==> config.mk <==
export PLATFORM = sky130hd
export DESIGN_NAME = wb_spi_slave_flat
export DESIGN_NICKNAME = d
export VERILOG_FILES = /design/src/rtl/wb_spi_slave_pkg.sv /design/src/rtl/wb_spi_slave_if.sv /design/src/rtl/wb_spi_slave_core.sv /design/src/rtl/wb_spi_slave.sv /design/src/flat_wrapper.sv
export SDC_FILE = /design/constraint.sdc
export NUM_CORES = 1
export LEC_CHECK = 0
export CORE_MARGIN = 2
export CORE_UTILIZATION = 40
export CTS_CLUSTER_DIAMETER = 150
export DETAILED_ROUTE_END_ITERATION = 8
export GPL_ROUTABILITY_DRIVEN = 1
export HOLD_SLACK_MARGIN = 0.06
export PLACE_DENSITY_LB_ADDON = 0.3
export SETUP_SLACK_MARGIN = 0.2
export SLEW_MARGIN = 20
export SYNTH_ARGS = -nofsm -noshare
export SYNTH_HDL_FRONTEND = slang
export SYNTH_SLANG_ARGS = --single-unit
==> constraint.sdc <==
create_clock -name clk -period 4.44 [get_ports clk]
set_clock_uncertainty 0.2 [all_clocks]
set_input_delay 0.444 -clock clk [delete_from_list [all_inputs] [get_ports clk]]
set_output_delay 0.444 -clock clk [all_outputs]
set_load 0.01 [all_outputs]
==> src/rtl/wb_spi_slave_pkg.sv <==
// Purpose : register map, STATUS bit positions and status layout shared by RTL and bus drivers.
// Latency : n/a (types and constants only).
// Backpressure: n/a.
package wb_spi_slave_pkg;

    // Register indices, selected by byte address bits [5:2].
    localparam logic [3:0] REG_STATUS = 4'd0;
    localparam logic [3:0] REG_RXDATA = 4'd1;
    localparam logic [3:0] REG_TXDATA = 4'd2;
    localparam logic [3:0] REG_CTRL   = 4'd3;

    // STATUS bit positions.
    localparam int ST_RX_VALID = 0;
    localparam int ST_RX_FULL  = 1;
    localparam int ST_TX_EMPTY = 2;
    localparam int ST_OVERRUN  = 3;
    localparam int ST_UNDERRUN = 4;
    localparam int ST_SELECTED = 5;

    // Packed so that field order matches the ST_* positions above (rx_valid is bit 0).
    typedef struct packed {
        logic selected;
        logic underrun;
        logic overrun;
        logic tx_empty;
        logic rx_full;
        logic rx_valid;
    } status_t;

    // Byte address of a register index.
    function automatic logic [31:0] reg_addr(input logic [3:0] idx);
        return {26'd0, idx, 2'b00};
    endfunction

endpackage

==> src/rtl/wb_spi_slave_if.sv <==
// Purpose : Wishbone classic slave port bundle (strobe/cycle/we, address, data, ack).
// Latency : n/a (wires only).
// Backpressure: slave stalls the master by withholding wb_ack_o.
interface wb_spi_slave_if;
    logic        wb_stb_i;
    logic        wb_cyc_i;
    logic        wb_we_i;
    logic [31:0] wb_adr_i;
    logic [3:0]  wb_sel_i;
    logic [31:0] wb_dat_i;
    logic [31:0] wb_dat_o;
    logic        wb_ack_o;

    modport master (
        output wb_stb_i, wb_cyc_i, wb_we_i, wb_adr_i, wb_sel_i, wb_dat_i,
        input  wb_dat_o, wb_ack_o
    );

    modport slave (
        input  wb_stb_i, wb_cyc_i, wb_we_i, wb_adr_i, wb_sel_i, wb_dat_i,
        output wb_dat_o, wb_ack_o
    );
endinterface

==> src/rtl/wb_spi_slave_core.sv <==
// Purpose : SPI mode-0 slave datapath: pin synchronizers, SCLK edge detect, rx/tx shifters, bit counter, word start.
// Latency : pin to edge pulse 3 clk; rx_push in the cycle of the final rise pulse; miso 1 clk after a fall pulse.
// Backpressure: none, the external master owns the pace; the caller must accept rx_push every cycle.
// Ports: clk/reset; sclk_i/ss_n_i/mosi_i async pins; tx_full_i/tx_word_i holding register view;
//        rx_word_o/rx_push_o received word; tx_load_req_o word-start strobe; underrun_pulse_o; selected_o; miso_o.
module spi_slave_core #(
    parameter int d_width = 8
) (
    input  logic               clk,
    input  logic               reset,
    input  logic               sclk_i,
    input  logic               ss_n_i,
    input  logic               mosi_i,
    input  logic               tx_full_i,
    input  logic [d_width-1:0] tx_word_i,
    output logic [d_width-1:0] rx_word_o,
    output logic               rx_push_o,
    output logic               tx_load_req_o,
    output logic               underrun_pulse_o,
    output logic               selected_o,
    output logic               miso_o
);
    localparam int CW = $clog2(d_width + 1);

    // [1:0] are the synchronizer stages, [2] the delayed copy for edge detection.
    logic [2:0]         sclk_sync_q, sclk_sync_d;
    logic [2:0]         ss_sync_q, ss_sync_d;
    logic [1:0]         mosi_sync_q, mosi_sync_d;
    logic               active_q, active_d;
    logic [CW-1:0]      cnt_q, cnt_d;
    logic [d_width-1:0] rx_sh_q, rx_sh_d;
    logic [d_width-1:0] tx_sh_q, tx_sh_d;

    logic               sclk_rise, sclk_fall, ss_low, ss_fall, en, word_done, word_start;
    logic [d_width-1:0] rx_next;

    always_comb begin
        sclk_sync_d = {sclk_sync_q[1:0], sclk_i};
        ss_sync_d   = {ss_sync_q[1:0], ss_n_i};
        mosi_sync_d = {mosi_sync_q[0], mosi_i};
        sclk_rise   = sclk_sync_q[1] & ~sclk_sync_q[2];
        sclk_fall   = ~sclk_sync_q[1] & sclk_sync_q[2];
        ss_low      = ~ss_sync_q[1];
        ss_fall     = ss_low & ss_sync_q[2];
        // active_q is only set by a seen falling edge, so a frame already in
        // progress when reset releases is ignored until ss_n goes high again.
        en          = active_q & ss_low;
        rx_next     = d_width'({rx_sh_q, mosi_sync_q[1]});
        word_done   = en & sclk_rise & (cnt_q == CW'(d_width - 1));
        word_start  = ss_fall | word_done;

        active_d = active_q;
        cnt_d    = cnt_q;
        rx_sh_d  = rx_sh_q;
        tx_sh_d  = tx_sh_q;
        if (!ss_low) begin
            // Deselect discards any partial word in both directions.
            active_d = 1'b0;
            cnt_d    = '0;
            rx_sh_d  = '0;
            tx_sh_d  = '0;
        end else begin
            if (ss_fall) active_d = 1'b1;
            if (en && sclk_rise) begin
                rx_sh_d = rx_next;
                cnt_d   = word_done ? '0 : cnt_q + CW'(1);
            end
            // The fall that follows a word's last rise must not shift: the
            // shifter was just reloaded and its MSB is the next word's first bit.
            if (en && sclk_fall && cnt_q != '0) tx_sh_d = tx_sh_q << 1;
            if (word_start) tx_sh_d = tx_full_i ? tx_word_i : '0;
        end
    end

    always_ff @(posedge clk) begin
        if (reset) begin
            sclk_sync_q <= '0;
            ss_sync_q   <= '0;
            mosi_sync_q <= '0;
            active_q    <= 1'b0;
            cnt_q       <= '0;
            rx_sh_q     <= '0;
            tx_sh_q     <= '0;
        end else begin
            sclk_sync_q <= sclk_sync_d;
            ss_sync_q   <= ss_sync_d;
            mosi_sync_q <= mosi_sync_d;
            active_q    <= active_d;
            cnt_q       <= cnt_d;
            rx_sh_q     <= rx_sh_d;
            tx_sh_q     <= tx_sh_d;
        end
    end

    assign rx_word_o        = rx_next;
    assign rx_push_o        = word_done;
    assign tx_load_req_o    = word_start;
    assign underrun_pulse_o = word_start & ~tx_full_i;
    assign selected_o       = ss_low;
    assign miso_o           = active_q & tx_sh_q[d_width-1];

endmodule

==> src/rtl/wb_spi_slave.sv <==
// Purpose : Wishbone-attached SPI slave: RX FIFO, tx holding register, sticky status, irq, register decode.
// Latency : wb_ack_o one cycle after request, read data registered with ack; rx word visible 1 clk after final rise pulse.
// Backpressure: Wishbone via ack; SPI has none - a word arriving at a full FIFO is dropped and flags overrun.
// Ports: clk/reset; wb (Wishbone slave modport); sclk_i/ss_n_i/mosi_i SPI pins; miso_o; irq_o level interrupt.
module wb_spi_slave
    import wb_spi_slave_pkg::*;
#(
    parameter int d_width    = 8,
    parameter int fifo_depth = 4
) (
    input  logic                clk,
    input  logic                reset,
    wb_spi_slave_if.slave       wb,
    input  logic                sclk_i,
    input  logic                ss_n_i,
    input  logic                mosi_i,
    output logic                miso_o,
    output logic                irq_o
);
    localparam int AW = $clog2(fifo_depth);

    logic [d_width-1:0] mem_q [fifo_depth];
    logic [d_width-1:0] mem_d [fifo_depth];
    logic [AW:0]        wr_ptr_q, wr_ptr_d, rd_ptr_q, rd_ptr_d;
    logic [d_width-1:0] tx_hold_q, tx_hold_d;
    logic               tx_full_q, tx_full_d;
    logic               overrun_q, overrun_d, underrun_q, underrun_d, irq_en_q, irq_en_d;
    logic               ack_q, ack_d, pop_arm_q, pop_arm_d;
    logic [31:0]        dat_q, dat_d;

    logic [d_width-1:0] rx_word;
    logic               rx_push, tx_load_req, underrun_pulse, selected;
    logic               req, ack_out, wr_acc, fifo_empty, fifo_full, push, pop;
    logic [3:0]         reg_sel;
    logic [31:0]        rd_data;
    status_t            status;
    logic               unused_ok;

    spi_slave_core #(.d_width(d_width)) u_core (
        .clk              (clk),
        .reset            (reset),
        .sclk_i           (sclk_i),
        .ss_n_i           (ss_n_i),
        .mosi_i           (mosi_i),
        .tx_full_i        (tx_full_q),
        .tx_word_i        (tx_hold_q),
        .rx_word_o        (rx_word),
        .rx_push_o        (rx_push),
        .tx_load_req_o    (tx_load_req),
        .underrun_pulse_o (underrun_pulse),
        .selected_o       (selected),
        .miso_o           (miso_o)
    );

    always_comb begin
        req        = wb.wb_stb_i & wb.wb_cyc_i;
        ack_out    = ack_q & req;
        wr_acc     = ack_out & wb.wb_we_i;
        reg_sel    = wb.wb_adr_i[5:2];
        fifo_empty = (wr_ptr_q == rd_ptr_q);
        fifo_full  = (wr_ptr_q[AW] != rd_ptr_q[AW]) && (wr_ptr_q[AW-1:0] == rd_ptr_q[AW-1:0]);
        push       = rx_push & ~fifo_full;
        // Pop eligibility is fixed when the read data is captured, so a push
        // landing between capture and ack cannot be popped unseen.
        pop        = ack_out & pop_arm_q;

        status = '{selected: selected, underrun: underrun_q, overrun: overrun_q,
                   tx_empty: ~tx_full_q, rx_full: fifo_full, rx_valid: ~fifo_empty};

        case (reg_sel)
            REG_STATUS: rd_data = 32'(status);
            REG_RXDATA: rd_data = fifo_empty ? 32'd0 : 32'(mem_q[rd_ptr_q[AW-1:0]]);
            REG_CTRL:   rd_data = 32'(irq_en_q);
            default:    rd_data = 32'd0;
        endcase

        ack_d     = req & ~ack_q;
        dat_d     = (req && !ack_q && !wb.wb_we_i) ? rd_data : 32'd0;
        pop_arm_d = req & ~ack_q & ~wb.wb_we_i & (reg_sel == REG_RXDATA) & ~fifo_empty;

        mem_d    = mem_q;
        wr_ptr_d = wr_ptr_q;
        rd_ptr_d = rd_ptr_q;
        if (push) begin
            mem_d[wr_ptr_q[AW-1:0]] = rx_word;
            wr_ptr_d = wr_ptr_q + 1'b1;
        end
        if (pop) rd_ptr_d = rd_ptr_q + 1'b1;

        // A CPU write in the same cycle as a word-start load refills the
        // just-emptied register; the shifter already took the old value.
        tx_hold_d = tx_hold_q;
        tx_full_d = tx_full_q;
        if (tx_load_req) tx_full_d = 1'b0;
        if (wr_acc && reg_sel == REG_TXDATA) begin
            tx_hold_d = wb.wb_dat_i[d_width-1:0];
            tx_full_d = 1'b1;
        end

        irq_en_d = irq_en_q;
        if (wr_acc && reg_sel == REG_CTRL) irq_en_d = wb.wb_dat_i[0];

        // New events win over a simultaneous clear.
        overrun_d  = overrun_q;
        underrun_d = underrun_q;
        if (wr_acc && reg_sel == REG_STATUS) begin
            if (wb.wb_dat_i[ST_OVERRUN])  overrun_d  = 1'b0;
            if (wb.wb_dat_i[ST_UNDERRUN]) underrun_d = 1'b0;
        end
        if (rx_push && fifo_full) overrun_d  = 1'b1;
        if (underrun_pulse)       underrun_d = 1'b1;
    end

    always_ff @(posedge clk) begin
        if (reset) begin
            for (int i = 0; i < fifo_depth; i++) mem_q[i] <= '0;
            wr_ptr_q   <= '0;
            rd_ptr_q   <= '0;
            tx_hold_q  <= '0;
            tx_full_q  <= 1'b0;
            overrun_q  <= 1'b0;
            underrun_q <= 1'b0;
            irq_en_q   <= 1'b0;
            ack_q      <= 1'b0;
            pop_arm_q  <= 1'b0;
            dat_q      <= '0;
        end else begin
            mem_q      <= mem_d;
            wr_ptr_q   <= wr_ptr_d;
            rd_ptr_q   <= rd_ptr_d;
            tx_hold_q  <= tx_hold_d;
            tx_full_q  <= tx_full_d;
            overrun_q  <= overrun_d;
            underrun_q <= underrun_d;
            irq_en_q   <= irq_en_d;
            ack_q      <= ack_d;
            pop_arm_q  <= pop_arm_d;
            dat_q      <= dat_d;
        end
    end

    assign wb.wb_ack_o = ack_out;
    assign wb.wb_dat_o = dat_q;
    assign irq_o       = irq_en_q & (~fifo_empty | overrun_q | underrun_q);

    // Byte selects and address bits outside [5:2] carry no meaning here.
    assign unused_ok = ^{wb.wb_sel_i, wb.wb_adr_i, wb.wb_dat_i};

endmodule

==> src/flat_wrapper.sv <==
// flat-port wrapper written by rule: the top's interface ports become plain ports
module wb_spi_slave_flat import wb_spi_slave_pkg::*;
#(
    parameter int d_width    = 8,
    parameter int fifo_depth = 4
)
  (clk, reset, sclk_i, ss_n_i, mosi_i, miso_o, irq_o, wb_wb_stb_i, wb_wb_cyc_i, wb_wb_we_i, wb_wb_adr_i, wb_wb_sel_i, wb_wb_dat_i, wb_wb_dat_o, wb_wb_ack_o);
  wb_spi_slave_if wb_i ();
  input  logic clk;
  input  logic reset;
  input  logic sclk_i;
  input  logic ss_n_i;
  input  logic mosi_i;
  output logic miso_o;
  output logic irq_o;
  input wire logic [$bits(wb_i.wb_stb_i)-1:0] wb_wb_stb_i;
  input wire logic [$bits(wb_i.wb_cyc_i)-1:0] wb_wb_cyc_i;
  input wire logic [$bits(wb_i.wb_we_i)-1:0] wb_wb_we_i;
  input wire logic [$bits(wb_i.wb_adr_i)-1:0] wb_wb_adr_i;
  input wire logic [$bits(wb_i.wb_sel_i)-1:0] wb_wb_sel_i;
  input wire logic [$bits(wb_i.wb_dat_i)-1:0] wb_wb_dat_i;
  output wire logic [$bits(wb_i.wb_dat_o)-1:0] wb_wb_dat_o;
  output wire logic [$bits(wb_i.wb_ack_o)-1:0] wb_wb_ack_o;
  assign wb_i.wb_stb_i = wb_wb_stb_i;
  assign wb_i.wb_cyc_i = wb_wb_cyc_i;
  assign wb_i.wb_we_i = wb_wb_we_i;
  assign wb_i.wb_adr_i = wb_wb_adr_i;
  assign wb_i.wb_sel_i = wb_wb_sel_i;
  assign wb_i.wb_dat_i = wb_wb_dat_i;
  assign wb_wb_dat_o = wb_i.wb_dat_o;
  assign wb_wb_ack_o = wb_i.wb_ack_o;
  wb_spi_slave #(.d_width(d_width), .fifo_depth(fifo_depth)) u_core (.clk(clk), .reset(reset), .wb(wb_i), .sclk_i(sclk_i), .ss_n_i(ss_n_i), .mosi_i(mosi_i), .miso_o(miso_o), .irq_o(irq_o));
endmodule
[Word-level counts from Yosys, hierarchy flattened]
Cells that the tools add are included.
Word-level totals
  input port bits: 76
  output and inout bits: 35
  bits in registers: 112
  word-level logic and storage cells: 111
Cells by class
  reductions and logical operators: 25
  $add $sub $neg: 3
  $lt $le $gt $ge: 3
  mux-type cells: 20
  bitwise operators: 32
  equal/unequal tests: 7
Operator list (number)
  $pmux 32 s3: 1
  $mux 8: 7
  $bwmux 32: 1
  $and 1x1->1: 18
  $bmux 8 s2: 1
  $demux 8 s2: 1
  $reduce_bool 2->1: 6
  $logic_and 1x1->1: 11
  $not 1->1: 9
  $eq 4x2->1 const B: 2
  $mux 1: 8
  $add 3x1->3 const B: 2
  $ge 3x3->1 const B: 2
  $not 2->3: 2
  $add 4x1->4 const B: 1
  $eq 4x1->1 const B: 1
  $eq 4x3->1 const B: 1
  $logic_not 4->1: 1
  $mux 4: 1
  $reduce_and 2->1: 2
  $reduce_bool 4->1: 1
  $reduce_or 2->1: 2
  $eq 3x3->1: 1
  $lt 3x1->1 const B: 1
  4 further kinds: 7

[Depth between registers and ports, before layout]
Gate-level depths: netlist of run 1.
  depth in word-level cells: 8
  mapped depth: 6

[Cells and area by module]
Synthesis of run 1 repeated with hierarchy kept, for this count alone.
Unflattened totals
  cell total of the unflattened synthesis: 382
  area total of the unflattened synthesis: 3915.0 µm²
By module, submodules not included
  wb_spi_slave: cells an instance 268, times used 1, sequential area each 1201.2 µm², area an instance 2747.6 µm²
  spi_slave_core: cells an instance 114, times used 1, sequential area each 560.5 µm², area an instance 1167.4 µm²

[Worst setup path after synthesis of run 1]
Ideal clock, no wire load.
  path kind: register to register
  start: reg u_core.u_core.cnt_q[0]
  end: reg u_core.wr_ptr_q[2]
  data arrival time: 1.600 ns
  required time: 4.117 ns
  cell stages (with the launch flop): 7
  buffers on the path: 1
  path slack: 2.517 ns
  path through: dfxtp_1 ha_1 nand3b_1 nor2_2 and3_1 buf_4 mux2_1
Between the ends
  word-level cells in the longest chain between the ends: 3
RTL lines
  start: declaration: line wb_spi_slave_core.sv:30  | logic [CW-1:0] cnt_q, cnt_d;
  start signal: assignment: line wb_spi_slave_core.sv:89  | cnt_q <= cnt_d;
  $eq 4x3->1: line wb_spi_slave_core.sv:49  | word_done = en & sclk_rise & (cnt_q == CW'(d_width - 1));
  $and 1x1->1: line wb_spi_slave_core.sv:49
  $and 1x1->1: line wb_spi_slave.sv:62  | push = rx_push & ~fifo_full;
  end signal: assignment: line wb_spi_slave.sv:129  | wr_ptr_q <= wr_ptr_d;
  end: declaration: line wb_spi_slave.sv:24  | logic [AW:0] wr_ptr_q, wr_ptr_d, rd_ptr_q, rd_ptr_d;
Every way passes these cells.
A chain may end at the register's enable or synchronous reset.

[Final worst setup path of run 1]
  start: reg u_core.rd_ptr_q[1]
  end: out irq_o
Between the ends
  word-level cells in the longest chain between the ends: 5
RTL lines
  start: declaration: line wb_spi_slave.sv:24
  start signal: assignment: line wb_spi_slave.sv:130  | rd_ptr_q <= rd_ptr_d;
  $eq 3x3->1: line wb_spi_slave.sv:60  | fifo_empty = (wr_ptr_q == rd_ptr_q);
  $not 1->1: line wb_spi_slave.sv:144  | assign irq_o = irq_en_q & (~fifo_empty | overrun_q | underrun_q);
  $or 1x1->1 (2 in series): line wb_spi_slave.sv:144
  $and 1x1->1: line wb_spi_slave.sv:144
  end: declaration: line flat_wrapper.sv:15  | output logic irq_o;
Every way passes these cells.

==> metrics.txt, run 1 <==
status completed; starting density of the core 0.408; clock latency on the worst-skew pair 0.35 ns; Max Buffers Root-to-Sink 2; FF-to-FF End u_core.wr_ptr_q[2]$_SDFFE_PP0P_; routed vias ~2,700; minimum clock period just under 3 ns; Worst EP arrival roughly 2.3 ns; ant diodes 0; Worst EP required approximately 3.8 ns; Design Area, Final 4530 sq um; Reg2Reg Depth 4; gr usage total 0.158; row count 36; DRT Wirelength a little under 8000 um; RSZ-0062 raised after global routing false; hold buffer count at cts 0; R2R setup slack around 2.0 ns; largest net degree at the start of global routing 62; # IOs 111; Netlist cell types 46; area of the multi-input gates between 1500 and 2000 sq um; Worst Setup Path Type register to output port; root buffer cell clkbuf_8; sequential cell area roughly 1800 sq um; startpoint types register; Placeable Area 9680 sq um; Final period util 0.652; Layout area overhead 14.6%; register area share after synthesis 0.445; final worst slack between 1.5 and 2 ns; Max Fanout on Critical Path 11; Clock transition at path regs approximately 0.09 ns; HPWL after DPL approximately 5500 um; Async S/R FF share, synth 0; filler cell count in the final layout around 900; mapped cell area 3960 sq um; HP Class input port to register; die area ~11,000 sq um; CTS tree done; number of setup violations in the final report 0; initial antenna violation count 0; layout cells sized above 1 0.0877; CTS buffer count 9; CTS sink cnt a little under 90; global-route wire length before repair 12,800 um; Max rail drop VDD roughly 160 uV; Final Max Slew Viols 0; # DRC 0; Ys Warns 0; WL/cell roughly 14 um; Fin. Hold Viols 0; Worst Setup End Kind output port; Slew @ Worst Pin about 0.74 ns; postcts setup bufs 0; P_leak 0.00174 uW; final cell count without fillers 555; EDFF count, synth 0; fmax around 0.35 GHz; drt first pass iters 4; Resized cells post-CTS 0; IO buf count 30; Iter 0 DRT Violations between 90 and 100; Setup crit start u_core.rd_ptr_q[1]$_SDFFE_PP0P_; Max H-tree Level 3; Setup Slack @ Placement ~1.7 ns; Avg Cell Area, Syn 10.1 sq um; min-delay src reset; placed cell count 540; RD Place Congestion between 0.7 and 0.8; nets 501; FF+latch count, synth between 80 and 90; Cells after Synth just under 400; gr ovfl total 0; Via density a little under 5; Slew headroom 0.504; ys flop type dfxtp_1; Max Cap Violations 0; vias in the first global route about 2,700; pwr dens 347 nW/um^2; crit path to irq_o; cell area after placement around 4300 sq um; DRT antenna net count 0; setup_tns 0 ns; die width 103 um; reg2reg start u_core.u_core.ss_sync_q[1]$_SDFF_PP0_; die span in y between 100 and 150 um
cells in the final DEF, fill, tap and decap left out, types with 4 or more instances in the layout:
cell type / netlist / final
dfxtp_1: 88 / 88
mux2i_1: 41 / 41
nand2b_1: 36 / 36
clkdlybuf4s50_1: 0 / 29
nor2_1: 28 / 28
nand2_1: 26 / 26
conb_1: 1 / 24
a21oi_1: 14 / 14
inv_1: 13 / 13
and2_1: 13 / 13
nor2b_1: 13 / 13
clkbuf_8: 0 / 10
mux4_2: 8 / 8
a221o_1: 7 / 7
ha_1: 7 / 7
o22ai_1: 5 / 5
nand4b_1: 4 / 4
o21ai_0: 4 / 4
nand3_1: 4 / 4
bufinv_16: 0 / 4
worst max-delay path: stages, from the launching register on:
cell	delay (ns)
dfxtp_1	0.72
xnor2_2	0.22
nand3b_1	0.18
o31a_1	0.30
clkdlybuf4s50_1	0.48
area by class of cell:
| cell class | instances | area share |
|---|---|---|
| Multi-Input combinational cell | 273 | 0.435 |
| Tap cell | 133 | 0.0367 |
| Timing Repair Buffer | 33 | 0.0701 |
| Clock buffer | 10 | 0.0304 |
| Inverter | 13 | 0.0108 |
| Clock inverter | 5 | 0.0284 |
| Sequential cell | 88 | 0.389 |
per-layer routing:
metal | track usage | vias to the layer above | share of wire
met2 | 0.261 | 58 | 0.48
met3 | 0.0383 | 19 | 0.038
li1 | - | 1341 | -
met4 | 0.0789 | 0 | 0.029
met5 | 0 | - | 0
met1 | 0.193 | 1263 | 0.45
per-stage QoR:
stage / util / power (uW) / hold WS, ns
5_1_grt: 0.468 / 1630 / 0.211
4_1_cts: 0.468 / 1590 / 0.206
3_5_place_dp: 0.440 / 871 / 0.222
2_1_floorplan: - / 862 / 0.214
6_report: 0.468 / 1570 / 0.220
3_3_place_gp: 0.440 / 870 / 0.219
flip-flops by register name (all words and copies together) (netlist names), 4 cells and up:
name                   count
u_core.u_core.rx_sh_q      7
u_core.u_core.tx_sh_q      8
u_core.mem_q              32
u_core.u_core.cnt_q        4
u_core.wb.wb_dat_o         8
u_core.tx_hold_q           8
power by group:
| part | total, uW | switching (uW) | internal (uW) |
|---|---|---|---|
| logic | 56.3 | 30.7 | 25.6 |
| registers | 796 | 3.42 | 792 |
| clock network | 720 | 276 | 444 |
cells in the mapped netlist, types with 4 or more instances:
| cell | number | area, sq um |
|---|---|---|
| nand3_1 | 4 | 20.0 |
| and2_1 | 13 | 81.3 |
| a221o_1 | 7 | 70.1 |
| nand2b_1 | 36 | 225 |
| nand2_1 | 26 | 97.6 |
| o21ai_0 | 4 | 20.0 |
| inv_1 | 13 | 48.8 |
| ha_1 | 7 | 87.6 |
| mux2i_1 | 41 | 410 |
| clkbuf_1 | 11 | 41.3 |
| nor2b_1 | 13 | 81.3 |
| buf_4 | 25 | 188 |
| nand4b_1 | 4 | 35.0 |
| mux4_2 | 8 | 180 |
| nor2_1 | 28 | 105 |
| o22ai_1 | 5 | 31.3 |
| dfxtp_1 | 88 | 1760 |
| a21oi_1 | 14 | 70.1 |
worst min-delay path by stage:
stage | to | slack, ns | depth (start not counted)
final | u_core.tx_hold_q[4]$_SDFFE_PP0P_ | 0.22 | 2
after global routing | u_core.tx_hold_q[2]$_SDFFE_PP0P_ | 0.21 | 2
after CTS | u_core.tx_hold_q[4]$_SDFFE_PP0P_ | 0.21 | 2
after detailed placement | u_core.u_core.sclk_sync_q[1]$_SDFF_PP0_ | 0.22 | 1
after global placement | u_core.u_core.sclk_sync_q[1]$_SDFF_PP0_ | 0.22 | 1
after floorplan | u_core.u_core.mosi_sync_q[1]$_SDFF_PP0_ | 0.21 | 1
cell families after synthesis:
| family | synth area share |
|---|---|
| adders and majority gates | 0.0221 |
| DFF | 0.445 |
| other | 0.000948 |
| xor gates and xnor gates | 0.0193 |
| AOI/OAI and AO/OA | 0.0728 |
| buffers and inverters | 0.0785 |
| muxes | 0.152 |
| and+or+nand+nor | 0.209 |
Note: power is estimated with default switching activity, not from simulation.
==> run 2: changes to the inputs <==
- clock period: 4.44 -> 2.3 ns (I/O delays scaled with it)
==> run 2 against run 1 <==
  * Die area is the same
  * Sequential share of layout area shrank 0.66 points
  * Total power increased by 73%
  * Sequential cell count did not move
  * Cell count increased by 3.6%
  * Critical path depth did not move
  * Worst hold slack better by 0.0088 ns
  * Clock-buffer cell count stayed put
  * Global-route usage is 0.17 points higher
  * Setup slack worse by 1.3 ns
  * Final area up 2.1%
  * Combinational power rose by 100%
  * Largest cell class unchanged
==> metrics.txt, run 2 (same netlist as run 1, synthesis figures left out) <==
status completed; Crit path depth 4 (unchanged); row count 36 (unchanged); slowest cell on the critical path dfxtp_4; ant diodes 0 (unchanged); CTS buffer count 9 (unchanged); reg2reg start u_core.u_core.cnt_q[0]$_SDFFE_PP0P_; die span in y 103 um (unchanged); Iter 0 DRT Violations 103 (+12%); Final Max Slew Viols 0 (unchanged); drt first pass iters 4 (unchanged); Top reg by flops u_core.mem_q; startpoint types register; Slew @ Worst Pin 0.613 ns (-0.127 ns); Max Cap Violations 0 (unchanged); Max Buffers Root-to-Sink 2 (unchanged); Placeable Area 9680 sq um (unchanged); pwr dens 587 nW/um^2 (+69%); IO buf count 30 (unchanged); crit path buf inv count 1 (unchanged); CTS tree done; nets 520 (+3.8%); Final period util 0.901; Fin. Hold Viols 0 (unchanged); most common cell after layout, fill and taps aside dfxtp_1; HPWL after DPL 5620 um (+2.8%); DRT antenna net count 0 (unchanged); P_leak 0.00180 uW (+3.8%); # IOs 111 (unchanged); CP delay by family, top flip-flops; HP Class input port to register; clock latency on the worst-skew pair 0.36 ns (about the same); initial antenna violation count 0 (unchanged); fmax about 0.48 GHz; FF-to-FF End u_core.mem_q[4]$_SDFFE_PP0P_; final worst slack 0.227 ns (-1.32 ns); gr ovfl total 0 (unchanged); Sw Ratio 0.230 (+0.0333); Layout area overhead 17.0%; final cell count without fillers 575 (+3.6%); RSZ-0062 raised after global routing true; CTS sink cnt 88 (unchanged); DRT Wirelength 8060 um (+3.7%); most frequent cells in the layout dfxtp_1, mux2i_1, nand2b_1; Max rail drop VDD 345 uV (+110%); WHS 0.228 ns (+0.00879 ns); # DRC 0 (unchanged); RD Place Congestion 0.769 (+0.87%); global-route wire length before repair 13,000 um (+1.7%); critical path cell sequence xnor2_4 > nand3b_1 > o31a_1 > dlygate4sd2_1; routed vias 2,775 (+3.5%); Worst EP required 1.87 ns (-1.93 ns); Clock transition at path regs 0.08 ns (about the same); sequential power share 0.566 (+0.060); largest net degree at the start of global routing 63 (+1.6%); number of setup violations in the final report 0 (unchanged); crit path to irq_o; Worst Setup End Kind output port; crit-path max cell delay 0.39 ns (-0.33 ns); R2R setup slack 0.32 ns (-1.64 ns); placed cell count 553 (+2.4%); Via density 4.83 (about the same); Internal 2090 uW (+65%); vias in the first global route 2,650 (-0.60%); root buffer cell clkbuf_8; WL/cell 14.0 um (+0.12%); Setup crit start u_core.wr_ptr_q[0]$_SDFFE_PP0P_; minimum clock period approximately 2.1 ns; Worst EP arrival 1.64 ns (-0.61 ns); Comb pwr share 0.042 (+0.006); die area 10,700 sq um (unchanged); die width 103 um (unchanged); Max Fanout on Critical Path 6 (-5); Setup Slack @ Placement 0.153 ns (-1.53 ns); min-delay src mosi_i; Clock Power Share 0.392 (-0.066); gr usage total 0.160 (+0.00175); Slew headroom 0.590 (+0.0859); P_sw 625 uW (+100%); Worst Setup Path Type register to output port; setup_tns 0 ns (unchanged); filler cell count in the final layout 913 (+1.3%); starting density of the core 0.408 (unchanged); Reg2Reg Depth 6 (+2); Largest register FFs 32 (unchanged); layout cells sized above 1 0.131 (+0.0435); Max H-tree Level 3 (unchanged)
[run 2: cell count changes in the layout (fill, tap and decap cells not counted), moves of 2 or more]
| cell | before | now |
|---|---|---|
| buf_4 | 3 | 21 |
| bufinv_16 | 4 | 1 |
| dfxtp_1 | 88 | 85 |
| clkinvlp_4 | 0 | 2 |
| dfxtp_2 | 0 | 2 |
[run 2: power by group through the flow]
stage | logic [uW] | registers [uW] | clock network [uW]
CTS | 114 | 1540 | 1100
global route | 127 | 1540 | 1170
global placement | 111 | 1570 | 0
detailed placement | 113 | 1570 | 0
finish | 114 | 1540 | 1060
floorplan | 93.0 | 1570 | 0
[run 2: worst min path at each step]
stage	end	slack (ns)	depth (start not counted)
finish	u_core.u_core.mosi_sync_q[0]$_SDFF_PP0_	0.23	2
global route	u_core.u_core.sclk_sync_q[0]$_SDFF_PP0_	0.23	2
CTS	u_core.u_core.mosi_sync_q[0]$_SDFF_PP0_	0.22	2
detailed placement	u_core.u_core.mosi_sync_q[1]$_SDFF_PP0_	0.23	1
global placement	u_core.u_core.sclk_sync_q[1]$_SDFF_PP0_	0.22	1
floorplan	u_core.u_core.mosi_sync_q[0]$_SDFF_PP0_	0.16	1
[run 2: through the flow]
stage               cell area [sq um]  utilization  power, uW
floorplan                        4040            -       1660
global placement                 4360        0.450       1680
detailed placement               4360        0.450       1690
CTS                              4600        0.475       2750
global route                     4630        0.478       2830
finish                           4630        0.478       2710
[run 2: worst register-to-register path: stages (launching register included)]
cell,delay [ns]
dfxtp_1,0.41
ha_1,0.25
nand3b_1,0.16
nor2_4,0.24
and3_1,0.27
buf_4,0.19
mux2i_1,0.19
[run 2: layout make-up]
cell class	instances	area [sq um]	area share
Clock buffer	10	128	0.0276
Timing Repair Buffer	52	462	0.0998
Inverter	13	48.8	0.0105
Tap cell	133	166	0.0360
Sequential cell	88	1770	0.382
Clock inverter	6	67.6	0.0146
Multi-Input combinational cell	273	1990	0.429
[run 2: timing repair]
action,CTS,global route
setup buffers,2,3
resized for setup,6,2
setup endpoints to repair,10,9
hold buffers,1,0
pin swaps,3,1
cloned,0,0
endpoints found under the hold margin,1,0
[run 2: routing by layer]
metal | global-route usage | vias up | part of all wire | wire, um
met5 | 0 | - | 0 | 0
met4 | 0.0668 | 0 | 0.016 | 131
met3 | 0.0349 | 14 | 0.034 | 276
met2 | 0.265 | 49 | 0.49 | 3930
met1 | 0.202 | 1337 | 0.46 | 3730
li1 | - | 1375 | - | -
